$ cat src/rtl/vga_timing_pkg.sv
// Shared VGA timing definitions: 640x480@60 defaults, total derivation,
// sync-region boundaries and small helpers used by the raster generator
// and the display stage.
package vga_timing_pkg;

    // Width of the raster counters and the largest total they can hold
    localparam int CNT_W     = 10;
    localparam int CNT_LIMIT = 1024;

    // 640x480@60 default timing, pixel clock derived from a 50 MHz system clock
    localparam int   DEF_H_ACTIVE = 640;
    localparam int   DEF_H_FP     = 16;
    localparam int   DEF_H_SYNC   = 96;
    localparam int   DEF_H_BP     = 48;
    localparam int   DEF_V_ACTIVE = 480;
    localparam int   DEF_V_FP     = 10;
    localparam int   DEF_V_SYNC   = 2;
    localparam int   DEF_V_BP     = 33;
    localparam int   DEF_CLK_DIV  = 2;
    localparam logic DEF_SYNC_POL = 1'b0;

    // Total period of one axis: visible + front porch + sync + back porch
    function automatic int calc_total(input int act, input int fp, input int sync, input int bp);
        return act + fp + sync + bp;
    endfunction

    localparam int DEF_H_TOTAL = calc_total(DEF_H_ACTIVE, DEF_H_FP, DEF_H_SYNC, DEF_H_BP);
    localparam int DEF_V_TOTAL = calc_total(DEF_V_ACTIVE, DEF_V_FP, DEF_V_SYNC, DEF_V_BP);

    // Sync regions are half-open: [START, END)
    localparam int DEF_HSYNC_START = DEF_H_ACTIVE + DEF_H_FP;
    localparam int DEF_HSYNC_END   = DEF_HSYNC_START + DEF_H_SYNC;
    localparam int DEF_VSYNC_START = DEF_V_ACTIVE + DEF_V_FP;
    localparam int DEF_VSYNC_END   = DEF_VSYNC_START + DEF_V_SYNC;

    // Registered status flags that travel alongside row/col
    typedef struct packed {
        logic hsync;
        logic vsync;
        logic active;
        logic vnotactive;
        logic frame_start;
    } vga_flags_t;

    // Half-open window test on a full-width count; bounds carry one extra
    // bit so an end boundary equal to CNT_LIMIT is still representable
    function automatic logic in_window(input logic [CNT_W-1:0] cnt,
                                       input logic [CNT_W:0]   lo,
                                       input logic [CNT_W:0]   hi);
        logic [CNT_W:0] ext;
        ext = {1'b0, cnt};
        return (ext >= lo) && (ext < hi);
    endfunction

    // Flag values while the raster is held at (0,0) by reset
    function automatic vga_flags_t reset_flags(input logic pol);
        vga_flags_t f;
        f.hsync       = ~pol;
        f.vsync       = ~pol;
        f.active      = 1'b1;
        f.vnotactive  = 1'b0;
        f.frame_start = 1'b0;
        return f;
    endfunction

endpackage

$ cat src/rtl/vga_timing_wrap_counter.sv
// Modulo-(MAX+1) counter with enable. wrap marks the enabled cycle on which
// the count is at MAX and returns to zero, so it can enable the next stage.
module wrap_counter #(
    parameter int W   = 10,
    parameter int MAX = 799
) (
    input  logic         CLK,
    input  logic         RST,
    input  logic         en,
    output logic [W-1:0] cnt,
    output logic         wrap
);

    localparam logic [W-1:0] MAX_C  = W'(MAX);
    localparam logic [W-1:0] ZERO_C = {W{1'b0}};

    // Wrap event: enabled and at the terminal count
    always_comb begin
        wrap = en && (cnt == MAX_C);
    end

    // Count register: hold, advance, or return to zero at the terminal count
    always_ff @(posedge CLK or negedge RST) begin
        if (!RST) begin
            cnt <= ZERO_C;
        end else if (wrap) begin
            cnt <= ZERO_C;
        end else if (en) begin
            cnt <= cnt + W'(1'b1);
        end else begin
            cnt <= cnt;
        end
    end

endmodule

$ cat src/rtl/vga_timing.sv
// VGA raster timing generator. A clock divider produces the pixel strobe,
// chained horizontal/vertical counters produce col/row, and the sync and
// blanking flags are registered from the next-state counts so they switch on
// the same edge as row/col.
module vga_timing
    import vga_timing_pkg::*;
#(
    parameter int   H_ACTIVE = DEF_H_ACTIVE,
    parameter int   H_FP     = DEF_H_FP,
    parameter int   H_SYNC   = DEF_H_SYNC,
    parameter int   H_BP     = DEF_H_BP,
    parameter int   V_ACTIVE = DEF_V_ACTIVE,
    parameter int   V_FP     = DEF_V_FP,
    parameter int   V_SYNC   = DEF_V_SYNC,
    parameter int   V_BP     = DEF_V_BP,
    parameter int   CLK_DIV  = DEF_CLK_DIV,
    parameter logic SYNC_POL = DEF_SYNC_POL
) (
    input  logic             CLK,
    input  logic             RST,
    output logic             pix_en,
    output logic [CNT_W-1:0] col,
    output logic [CNT_W-1:0] row,
    output logic             hsync,
    output logic             vsync,
    output logic             active,
    output logic             vnotactive,
    output logic             frame_start
);

    localparam int H_TOTAL = calc_total(H_ACTIVE, H_FP, H_SYNC, H_BP);
    localparam int V_TOTAL = calc_total(V_ACTIVE, V_FP, V_SYNC, V_BP);
    localparam int DIV_W   = (CLK_DIV > 1) ? $clog2(CLK_DIV) : 1;

    localparam logic [DIV_W-1:0] DIV_MAX_C    = DIV_W'(CLK_DIV - 1);
    localparam logic [CNT_W:0]   H_ACTIVE_C   = (CNT_W + 1)'(H_ACTIVE);
    localparam logic [CNT_W:0]   V_ACTIVE_C   = (CNT_W + 1)'(V_ACTIVE);
    localparam logic [CNT_W:0]   HS_START_C   = (CNT_W + 1)'(H_ACTIVE + H_FP);
    localparam logic [CNT_W:0]   HS_END_C     = (CNT_W + 1)'(H_ACTIVE + H_FP + H_SYNC);
    localparam logic [CNT_W:0]   VS_START_C   = (CNT_W + 1)'(V_ACTIVE + V_FP);
    localparam logic [CNT_W:0]   VS_END_C     = (CNT_W + 1)'(V_ACTIVE + V_FP + V_SYNC);
    localparam logic [CNT_W-1:0] CNT_ZERO_C   = {CNT_W{1'b0}};
    localparam logic [CNT_W-1:0] CNT_ONE_C    = {{(CNT_W - 1){1'b0}}, 1'b1};

    // Reject timings the 10-bit counters cannot represent
    if (H_TOTAL > CNT_LIMIT) begin : g_h_total_chk
        $error("vga_timing: H_TOTAL %0d exceeds counter range", H_TOTAL);
    end
    if (V_TOTAL > CNT_LIMIT) begin : g_v_total_chk
        $error("vga_timing: V_TOTAL %0d exceeds counter range", V_TOTAL);
    end
    if (CLK_DIV < 1) begin : g_div_chk
        $error("vga_timing: CLK_DIV must be at least 1");
    end

    logic [DIV_W-1:0] div_cnt_r;
    logic             div_wrap_s;
    logic [CNT_W-1:0] hcnt_r;
    logic             h_wrap_s;
    logic [CNT_W-1:0] vcnt_r;
    logic             v_wrap_s;
    logic [CNT_W-1:0] h_nxt_s;
    logic [CNT_W-1:0] v_nxt_s;
    vga_flags_t       flags_nxt_s;
    vga_flags_t       flags_r;

    // Pixel divider runs every clock; its wrap is the pixel strobe
    wrap_counter #(.W(DIV_W), .MAX(CLK_DIV - 1)) u_div (
        .CLK  (CLK),
        .RST  (RST),
        .en   (1'b1),
        .cnt  (div_cnt_r),
        .wrap (div_wrap_s)
    );

    // Horizontal counter advances once per pixel strobe
    wrap_counter #(.W(CNT_W), .MAX(H_TOTAL - 1)) u_hcnt (
        .CLK  (CLK),
        .RST  (RST),
        .en   (div_wrap_s),
        .cnt  (hcnt_r),
        .wrap (h_wrap_s)
    );

    // Vertical counter advances on each line wrap; its wrap is the frame wrap
    wrap_counter #(.W(CNT_W), .MAX(V_TOTAL - 1)) u_vcnt (
        .CLK  (CLK),
        .RST  (RST),
        .en   (h_wrap_s),
        .cnt  (vcnt_r),
        .wrap (v_wrap_s)
    );

    // Pixel strobe decoded from the divider count (constant 1 when CLK_DIV is 1)
    always_comb begin
        pix_en = (div_cnt_r == DIV_MAX_C);
    end

    // Next-state counts, mirroring what the counters load on the coming edge
    always_comb begin
        h_nxt_s = hcnt_r;
        v_nxt_s = vcnt_r;
        if (h_wrap_s) begin
            h_nxt_s = CNT_ZERO_C;
        end else if (div_wrap_s) begin
            h_nxt_s = hcnt_r + CNT_ONE_C;
        end else begin
            h_nxt_s = hcnt_r;
        end
        if (v_wrap_s) begin
            v_nxt_s = CNT_ZERO_C;
        end else if (h_wrap_s) begin
            v_nxt_s = vcnt_r + CNT_ONE_C;
        end else begin
            v_nxt_s = vcnt_r;
        end
    end

    // Flag decode from the next-state counts so flags align with row/col
    always_comb begin
        flags_nxt_s             = reset_flags(SYNC_POL);
        flags_nxt_s.hsync       = in_window(h_nxt_s, HS_START_C, HS_END_C) ? SYNC_POL : ~SYNC_POL;
        flags_nxt_s.vsync       = in_window(v_nxt_s, VS_START_C, VS_END_C) ? SYNC_POL : ~SYNC_POL;
        flags_nxt_s.active      = ({1'b0, h_nxt_s} < H_ACTIVE_C) && ({1'b0, v_nxt_s} < V_ACTIVE_C);
        flags_nxt_s.vnotactive  = ({1'b0, v_nxt_s} >= V_ACTIVE_C);
        flags_nxt_s.frame_start = v_wrap_s;
    end

    // Flag register; reset returns to the (0,0) values with sync deasserted
    always_ff @(posedge CLK or negedge RST) begin
        if (!RST) begin
            flags_r <= reset_flags(SYNC_POL);
        end else begin
            flags_r <= flags_nxt_s;
        end
    end

    // Port mapping of the registered counts and flags
    always_comb begin
        col         = hcnt_r;
        row         = vcnt_r;
        hsync       = flags_r.hsync;
        vsync       = flags_r.vsync;
        active      = flags_r.active;
        vnotactive  = flags_r.vnotactive;
        frame_start = flags_r.frame_start;
    end

endmodule

$ cat config.mk
export PLATFORM = sky130hd
export DESIGN_NAME = vga_timing
export DESIGN_NICKNAME = d
export VERILOG_FILES = /design/src/rtl/vga_timing_pkg.sv /design/src/rtl/vga_timing_wrap_counter.sv /design/src/rtl/vga_timing.sv
export SDC_FILE = /design/constraint.sdc
export NUM_CORES = 1
export LEC_CHECK = 0
export ABC_AREA = 0
export CORE_ASPECT_RATIO = 1.1
export CORE_MARGIN = 3
export CORE_UTILIZATION = 48
export CTS_BUF_LIST = sky130_fd_sc_hd__clkbuf_8
export CTS_CLUSTER_DIAMETER = 30
export DETAILED_ROUTE_END_ITERATION = 16
export HOLD_SLACK_MARGIN = 0.06
export PLACE_DENSITY = 0.76
export SYNTH_ARGS = -nofsm -noshare
export SYNTH_HDL_FRONTEND = slang
export SYNTH_SLANG_ARGS = --single-unit
$ cat constraint.sdc
create_clock -name CLK -period 1.9 [get_ports CLK]
set_input_delay 0.38 -clock CLK [delete_from_list [all_inputs] [get_ports CLK]]
set_output_delay 0.38 -clock CLK [all_outputs]
set_load 0.01 [all_outputs]
==> results of run 1 <==
worst reg2reg max path, stage by stage (launching register included):
cell	delay, ns
dfrtp_1	0.43
nor3b_2	0.19
buf_4	0.15
a31oi_1	0.17
mux2i_1	0.15
and3_1	0.18
or4_1	0.50
area by class of cell:
class | count | area (um^2)
fill | 219 | 772
inverter | 10 | 37.5
clock buffer | 4 | 55.1
multi-input combinational | 102 | 751
sequential | 26 | 658
tap | 33 | 41.3
timing repair buffer | 56 | 488
flip-flops by register name, indices dropped and copies added (netlist names):
| name | flops |
|---|---|
| vnotactive | 1 |
| u_vcnt.cnt | 10 |
| active | 1 |
| u_hcnt.cnt | 10 |
| frame_start | 1 |
| vsync | 1 |
| u_div.cnt | 1 |
| hsync | 1 |
worst paths after layout:
check | startpoint | endpoint | slack [ns] | cells past startpoint
max in group asynchronous | RST | active | 1.13 | 2
max | u_hcnt.cnt[9] | hsync | 0.06 | 6
max reg2reg | u_hcnt.cnt[9] | hsync | 0.06 | 6
min | RST | vnotactive | 0.46 | 2
min in group CLK | u_vcnt.cnt[7] | u_vcnt.cnt[7] | 0.57 | 2
min reg2reg | u_vcnt.cnt[7] | u_vcnt.cnt[7] | 0.57 | 2
cells in the final DEF, fill, tap and decap left out, drive strengths merged, types with 2 or more instances in the layout:
cell / instances
nand4: 10
a21oi: 4
nor2b: 3
nand3: 7
nand2: 11
mux2i: 3
nor3: 5
xnor2: 5
buf: 29
and4: 2
and4b: 2
o31ai: 2
or4: 3
clkbuf: 4
nor2: 11
a211oi: 2
xor2: 9
dfrtp: 23
ha: 3
clkdlybuf4s50: 27
and3: 3
o21ai: 4
dfstp: 3
or3: 2
inv: 10
stage by stage:
stage / area [um^2] / cells / hold WS [ns]
after floorplan: 1440 / 144 / 0.0844
after global placement: 1900 / 222 / 0.552
after detailed placement: 1900 / 222 / 0.563
after CTS: 1960 / 226 / 0.472
after global routing: 2030 / 231 / 0.478
final: 2030 / 231 / 0.462
logic make-up after synthesis:
group	synth area share
XOR/XNOR	0.0853
multiplexers	0.0209
AND/OR/NAND/NOR	0.273
adder cells (fa/ha/maj)	0.0261
buffers and inverters	0.0487
flip-flops	0.455
AO/OA/AOI/OAI	0.0905
repair_timing:
item / in CTS / in global routing
endpoints found under the setup margin: 2 / 6
hold buffers: 0 / 0
setup buffers: 0 / 5
pin swaps: 0 / 10
gates resized for setup: 3 / 8
metal layers:
| metal | GRT usage | up-vias |
|---|---|---|
| li1 | - | 618 |
| met1 | 0.276 | 615 |
| met2 | 0.359 | 40 |
| met3 | 0.0328 | 9 |
| met4 | 0.0696 | 0 |
| met5 | 0 | - |
power groups by stage:
stage	Combinational [mW]	Clock, mW	Sequential [mW]
floorplan	0.000000348	0	0.564
global placement	0.0138	0	0.564
finish	0.0136	0.356	0.553
detailed placement	0.0143	0	0.564
global route	0.0160	0.399	0.553
CTS	0.0143	0.368	0.553
==> key figures, run 1 <==
Outcome
  – Status: finished, final reports clean

Place
  – Port Buf Inserts: 27
  – Post-DP HPWL: 2530 um
  – GP Congestion: 0.905
  – Setup WS pre-CTS: -0.0504 ns

Synth
  – Ys async rst share: 1.00
  – Top cells by count, synth: dfrtp_1, nand2_1, nor2_1
  – Post-synth top flop: dfrtp_1
  – Mapped Area: 1440 um^2
  – Synth area leaders: dfrtp_1, dfstp_2, xor2_1
  – Post-synth top area share: 0.400
  – Syn_area_per_cell: 9.98 um^2
  – Seq/Total Area, Yosys: 0.455
  – Netlist cell types: 42
  – Synth Warn #: 0
  – #FFs+latches synth: 26
  – Syn_nets: 149
  – Yosys top cell by area: dfrtp_1
  – Synth Instances: 144
  – Post-synth EDFFs: 0
  – Top-count cell post-synth: dfrtp_1

STA
  – RSZ-0062 raised after global routing: yes
  – Max-slew headroom: 0.702
  – Finish-stage setup viols: 0
  – Final Max Tran Viols: 0
  – Setup TNS: 0 ns
  – Clk_skew: 0.00299 ns
  – Worst setup margin: 0.0598 ns
  – Final min period: 1.84 ns
  – Highest clock rate: 543 MHz
  – Worst slew pin tran: 0.443 ns
  – Crit share post-route: 0.969
  – Final hold vios: 0

Power and ir drop
  – Clock share of power: 0.386
  – Sw frac: 0.196
  – Comb power frac: 0.015
  – Sequential fraction of design power: 0.600
  – Design Power: 923 uW
  – Internal power: 741 uW
  – Peak VDD IR: 0.000521 V
  – PwrDens: 454 nW/um^2
  – P_sw: 181 uW
  – LEAKAGE: 0.950 nW

Die
  – Core area: 2800 um^2
  – FP Rows: 20
  – Die height: 63.4 um
  – IO Pins: 28
  – Die ar.: 3690 um^2
  – Effective utilization at floorplan: 0.513
  – Die W: 58.2 um

Routing
  – Drt pass-1 iters: 4
  – Wire per inst: 14.8 um
  – Post-DRT Antenna Nets: 0
  – DRC: 0
  – Met1 wire length: 1470 um
  – DR top layer: met4
  – Routed vias/inst: 5.55
  – DR iter-0 viols: 54
  – WL met2: 1750 um
  – Drt total wl: 3430 um
  – Met3 WL: 140 um
  – Vias: 1,282

CTS
  – CTS buffer count: 3
  – CTS tree: done
  – Clk root buf: clkbuf_8
  – Reg clk slew, reported paths: 0.09 ns
  – H-Tree Depth: 1
  – Clock sink count: 26
  – Longest Clk Path Bufs: 2
  – Clk_lat worst skew: 0.27 ns

Finish
  – Layout cells sized above 1: 0.273
  – Util after Layout: 0.725
  – Diode count: 0
  – Final nets: 204
  – P&R area growth vs syn: 41.3%

Worst setup path
  – Buffer and inverter count on the worst path: 1
  – Critical Path Start Type: flip-flop
  – Worst Path Required: 2.09 ns
  – CP peak stage delay: 0.50 ns
  – Critical path's slowest cell: or4_1
  – CP delay by family, top: simple AND/OR/NAND/NOR gates
  – Critical Path AT: 2.03 ns
  – Setup Crit Path Kind: reg -> reg
  – Critical path peak fanout: 4
  – Crit-path cells: nor3b_2 -> buf_4 -> a31oi_1 -> mux2i_1 -> and3_1 -> or4_1
  – Crit path capture type: flip-flop

GRT
  – Largest net degree at the start of global routing: 27
  – Number of global-route vias before repair: 1,306
  – Grt ovf: 0
  – Initial antenna violation count: 0
  – First-pass GRT wire length: 6180 um
  – Total GRT Usage: 0.213

Min path
  – Hold Crit Class: in -> async

Run
  – # Max-Cap Violations: 0
(Power assumes the default switching activity.)
==> inputs of run 2 (changes only) <==
PLACE_DENSITY = unset   (was 0.76)
PLACE_DENSITY_LB_ADDON = 0.15   (was unset)
==> run 2 against run 1 <==
  * Clock skew rose by 0.0011 ns
  * Design area fell by 0.43%
  * Sequential power barely moved
  * Flip-flop and latch count did not move
  * Register-to-register slack got worse by 0.02 ns
  * Largest power group unchanged
  * Critical path depth fell by 1
==> key figures, run 2 (synthesized netlist as in run 1, its figures left out) <==
Routing
  – Routed vias/inst: 5.54 (-0.23%)
  – Drt total wl: 3460 um (+0.90%)
  – Post-DRT Antenna Nets: 0 (unchanged)
  – DR iter-0 viols: 40 (-26%)
  – Wire per inst: 15.0 um (+0.90%)
  – Drt pass-1 iters: 4 (unchanged)
  – Vias: 1,279 (-0.23%)
  – DRC: 0 (unchanged)

STA
  – Setup TNS: 0 ns (unchanged)
  – Final min period: 1.86 ns (+0.0172 ns)
  – Max-slew headroom: 0.709 (+0.00692)
  – Crit share post-route: 0.978 (+0.00907)
  – Worst setup margin: 0.0425 ns (-0.0172 ns)
  – Highest clock rate: 538 MHz (-0.93%)
  – Final Max Tran Viols: 0 (unchanged)
  – Finish-stage setup viols: 0 (unchanged)
  – Worst slew pin tran: 0.432 ns (-0.0103 ns)
  – Worst hold slack: 0.458 ns (-0.00432 ns)
  – Clk_skew: 0.00411 ns (+0.00112 ns)
  – RSZ-0062 raised after global routing: yes
  – Final hold vios: 0 (unchanged)

CTS
  – Reg clk slew, reported paths: 0.10 ns (about the same)
  – Longest Clk Path Bufs: 2 (unchanged)
  – Clk root buf: clkbuf_8
  – CTS tree: done
  – H-Tree Depth: 1 (unchanged)
  – Clock sink count: 26 (unchanged)
  – CTS buffer count: 3 (unchanged)
  – Clk_lat worst skew: 0.27 ns (about the same)

Power and ir drop
  – P_sw: 196 uW (+8.1%)
  – Design Power: 1.03 mW (+12%)
  – Peak VDD IR: 0.000519 V (-0.22%)
  – Sw frac: 0.189 (-0.00703)
  – Internal power: 838 uW (+13%)
  – LEAKAGE: 0.939 nW (-1.1%)
  – Clock share of power: 0.452 (+0.066)
  – Sequential fraction of design power: 0.535 (-0.065)
  – PwrDens: 512 nW/um^2 (+13%)
  – Comb power frac: 0.013 (-0.002)

Worst setup path
  – Worst Path Required: 2.10 ns (about the same)
  – Buffer and inverter count on the worst path: 0 (-1)
  – Crit path capture type: flip-flop
  – Critical Path AT: 2.06 ns (+0.03 ns)
  – CP peak stage delay: 0.56 ns (+0.06 ns)
  – Critical path's slowest cell: or4_4
  – Critical path peak fanout: 3 (-1)
  – Critical Path Start Type: flip-flop
  – Setup Crit Path Kind: reg -> reg
  – Crit-path cells: nand4_2 -> or4_4 -> a21oi_4 -> nand2_1 -> or4_1
  – CP delay by family, top: simple AND/OR/NAND/NOR gates

Min path
  – Hold Crit Class: in -> async

GRT
  – Grt ovf: 0 (unchanged)
  – Total GRT Usage: 0.204 (-0.00931)
  – Initial antenna violation count: 0 (unchanged)
  – Number of global-route vias before repair: 1,333 (+2.1%)
  – Largest net degree at the start of global routing: 27 (unchanged)
  – First-pass GRT wire length: 5820 um (-5.7%)

Finish
  – Final nets: 204 (unchanged)
  – Filler Cell Count: 224 (+2.3%)
  – Area of the multi-input gates: 727 um^2 (-3.2%)
  – P&R area growth vs syn: 40.6%
  – Layout cells sized above 1: 0.263 (-0.0101)
  – Most common cell after layout, fill and taps aside: buf_4
  – Fin area: 2020 um^2 (-0.43%)
  – Util after Layout: 0.721 (-0.00313)
  – Diode count: 0 (unchanged)
  – Largest regs: u_hcnt.cnt x10, u_vcnt.cnt x10
  – Register Area: 657 um^2 (-0.19%)
  – Final Non-Filler Cells: 231 (unchanged)
  – Most frequent cells in the layout: buf_4, clkdlybuf4s50_1, dfrtp_1

Place
  – GP Congestion: 0.855 (-5.5%)
  – Setup WS pre-CTS: 0.00105 ns (+0.0515 ns)
  – Placement Cell Area: 1910 um^2 (+0.79%)
  – Placed cell count: 224 (+0.90%)
  – Port Buf Inserts: 27 (unchanged)
  – Post-DP HPWL: 2620 um (+3.4%)

Die
  – Die ar.: 3690 um^2 (unchanged)
  – Core area: 2800 um^2 (unchanged)
  – FP Rows: 20 (unchanged)
  – Effective utilization at floorplan: 0.513 (unchanged)
  – Die W: 58.2 um (unchanged)
  – IO Pins: 28 (unchanged)
  – Die height: 63.4 um (unchanged)

Outcome
  – Status: finished, final reports clean

Run
  – # Max-Cap Violations: 0 (unchanged)
==> run 2: layout make-up <==
type,count,area share
clock buffers,3,0.0204
clock inverters,1,0.0149
inverters,10,0.0186
multi-input cells,102,0.360
flip-flops and latches,26,0.325
well taps,33,0.0204
repair buffers,56,0.241
==> run 2: path summary, 6_finish.rpt <==
| check | startpoint | endpoint | slack [ns] | cells past startpoint |
|---|---|---|---|---|
| worst max-delay path | u_hcnt.cnt[4] | hsync | 0.04 | 5 |
| worst min-delay path | RST | u_hcnt.cnt[9] | 0.46 | 2 |
| worst max register to register | u_hcnt.cnt[4] | hsync | 0.04 | 5 |
| worst min register to register | u_vcnt.cnt[8] | u_vcnt.cnt[8] | 0.58 | 1 |
| max in group asynchronous | RST | vsync | 1.15 | 2 |
| min in group CLK | u_vcnt.cnt[8] | u_vcnt.cnt[8] | 0.58 | 1 |
==> run 2: per-layer routing <==
metal  track usage  wire length (um)  vias up
li1              -                 -      617
met5             0                 0        -
met4        0.0667                48        0
met1         0.241              1450      628
met3        0.0389               122        7
met2         0.363              1840       27
==> run 2: timing repair <==
action                     in CTS  in global routing
setup endpoints to repair       2                  7
pin swaps                       0                  6
hold buffers                    0                  0
resized for setup               0                  7
buffers inserted                1                  2
==> run 2: power groups by stage <==
| stage | sequential [mW] | clock [mW] | combinational (mW) |
|---|---|---|---|
| floorplan | 0.564 | 0 | 0.000000348 |
| global placement | 0.564 | 0 | 0.0138 |
| detailed placement | 0.564 | 0 | 0.0149 |
| CTS | 0.553 | 0.471 | 0.0150 |
| global route | 0.553 | 0.493 | 0.0162 |
| finish | 0.553 | 0.468 | 0.0135 |
==> inputs of run 3 (changes only) <==
SLEW_MARGIN = 20   (was unset)
TNS_END_PERCENT = 20   (was unset)
==> run 3 against run 2 <==
  * Utilization decreased by 0.58 points
  * Critical endpoint unchanged
  * First-iteration DRC count increased by 25%
  * Total power decreased by 0.49%
  * Critical path type unchanged
  * Sequential share of layout area increased by 0.26 points
  * Design area decreased by 0.80%
  * Combinational power about the same
  * Flip-flop and latch count unchanged
==> key figures, run 3 (synthesized netlist as in run 1, its figures left out) <==
Outcome
  – Status: finished, final reports clean

Worst setup path
  – Critical Path AT: 2.05 ns (about the same)
  – Buffer and inverter count on the worst path: 0 (unchanged)
  – Worst Path Required: 2.10 ns (about the same)
  – Critical Path Start Type: flip-flop
  – Crit-path cells: nand4_2 -> or4_4 -> a21oi_4 -> nand2_1 -> or4_1
  – Critical path's slowest cell: or4_4
  – CP peak stage delay: 0.56 ns (about the same)
  – Crit path capture type: flip-flop
  – CP delay by family, top: simple AND/OR/NAND/NOR gates
  – Setup Crit Path Kind: reg -> reg
  – Critical path peak fanout: 3 (unchanged)

Routing
  – Post-DRT Antenna Nets: 0 (unchanged)
  – DRC: 0 (unchanged)
  – Routed vias/inst: 5.61 (+1.3%)
  – Drt total wl: 3430 um (-0.90%)
  – Wire per inst: 15.0 um (about the same)
  – Vias: 1,285 (+0.47%)
  – Drt pass-1 iters: 4 (unchanged)
  – DR iter-0 viols: 50 (+25%)

CTS
  – CTS buffer count: 3 (unchanged)
  – Reg clk slew, reported paths: 0.09 ns (about the same)
  – Clock sink count: 26 (unchanged)
  – Post-CTS Hold Fix Bufs: 0 (unchanged)
  – Longest Clk Path Bufs: 2 (unchanged)
  – Clk_lat worst skew: 0.27 ns (about the same)
  – CTS tree: done
  – H-Tree Depth: 1 (unchanged)
  – Clk root buf: clkbuf_8

STA
  – Setup TNS: 0 ns (unchanged)
  – Clk_skew: 0.00529 ns (+0.00119 ns)
  – Final Max Tran Viols: 0 (unchanged)
  – Final min period: 1.85 ns (-0.0117 ns)
  – Highest clock rate: 542 MHz (+0.64%)
  – Final hold vios: 0 (unchanged)
  – RSZ-0062 raised after global routing: yes
  – Worst hold slack: 0.460 ns (+0.00248 ns)
  – Finish-stage setup viols: 0 (unchanged)
  – Crit share post-route: 0.971 (-0.00617)
  – Max-slew headroom: 0.710 (about the same)
  – Worst setup margin: 0.0542 ns (+0.0117 ns)
  – Worst slew pin tran: 0.431 ns (-0.00102 ns)

Finish
  – Register Area: 657 um^2 (unchanged)
  – Layout cells sized above 1: 0.255 (-0.00752)
  – P&R area growth vs syn: 39.5%
  – Most frequent cells in the layout: clkdlybuf4s50_1, buf_4, dfrtp_1
  – Filler Cell Count: 223 (-0.45%)
  – Final nets: 202 (-0.98%)
  – Largest regs: u_hcnt.cnt x10, u_vcnt.cnt x10
  – Util after Layout: 0.716 (-0.00580)
  – Diode count: 0 (unchanged)
  – Area of the multi-input gates: 726 um^2 (-0.17%)

GRT
  – Initial antenna violation count: 0 (unchanged)
  – Grt ovf: 0 (unchanged)
  – Number of global-route vias before repair: 1,333 (unchanged)
  – Largest net degree at the start of global routing: 27 (unchanged)
  – Total GRT Usage: 0.204 (unchanged)
  – First-pass GRT wire length: 5820 um (unchanged)

Die
  – Die ar.: 3690 um^2 (unchanged)
  – Die W: 58.2 um (unchanged)
  – Core area: 2800 um^2 (unchanged)
  – FP Rows: 20 (unchanged)
  – Effective utilization at floorplan: 0.513 (unchanged)
  – IO Pins: 28 (unchanged)
  – Die height: 63.4 um (unchanged)

Place
  – Setup WS pre-CTS: 0.00105 ns (unchanged)
  – Port Buf Inserts: 27 (unchanged)
  – GP Congestion: 0.855 (unchanged)
  – Post-DP HPWL: 2620 um (unchanged)

Run
  – # Max-Cap Violations: 0 (unchanged)

Min path
  – Hold Crit Class: in -> async

Power and ir drop
  – PwrDens: 513 nW/um^2 (+0.32%)
  – LEAKAGE: 0.928 nW (-1.2%)
  – Peak VDD IR: 0.000513 V (-1.2%)
  – Design Power: 1.03 mW (-0.49%)
-- run 3: area by class of cell --
type,instances,area share
Timing Repair Buffer,54,0.236
Clock inverter,1,0.0150
Clock buffer,3,0.0206
Tap cell,33,0.0206
Multi-Input combinational cell,102,0.362
Sequential cell,26,0.328
Inverter,10,0.0187
-- run 3: timing repair --
item	CTS	global route
setup buffers	1	0
gates resized for setup	0	6
pin swaps	0	5
endpoints found under the setup margin	2	7
hold endpoints to repair	0	0
-- run 3: routing by layer --
layer | vias to the layer above | track usage | wire length, um
met5 | - | 0 | 0
met4 | 0 | 0.0667 | 51
met3 | 7 | 0.0389 | 124
met2 | 31 | 0.363 | 1830
met1 | 640 | 0.241 | 1420
li1 | 607 | - | -
-- run 3: path summary, 6_finish.rpt --
path / startpoint / end / slack [ns] / cells past startpoint
worst max-delay path: u_hcnt.cnt[4] / hsync / 0.05 / 5
worst max register to register: u_hcnt.cnt[4] / hsync / 0.05 / 5
max in group asynchronous: RST / vsync / 1.15 / 2
worst min-delay path: RST / u_hcnt.cnt[9] / 0.46 / 2
min in group CLK: u_vcnt.cnt[6] / u_vcnt.cnt[6] / 0.58 / 2
worst min register to register: u_vcnt.cnt[6] / u_vcnt.cnt[6] / 0.58 / 2
-- run 3: stage by stage --
step | instance area [um^2] | instances
after floorplan | 1440 | 144
after global placement | 1910 | 224
after detailed placement | 1910 | 224
after CTS | 1990 | 229
after global routing | 2010 | 229
final | 2010 | 229
-- run 3: power by group --
part           switching, mW  internal, mW
sequential                 0         0.553
combinational         0.0103       0.00314
clock                  0.181         0.282
-- run 3: worst reg2reg max path, stage by stage (launching register included) --
cell	delay [ns]
dfrtp_1	0.41
nand4_2	0.15
or4_4	0.56
a21oi_4	0.18
nand2_1	0.08
or4_1	0.39
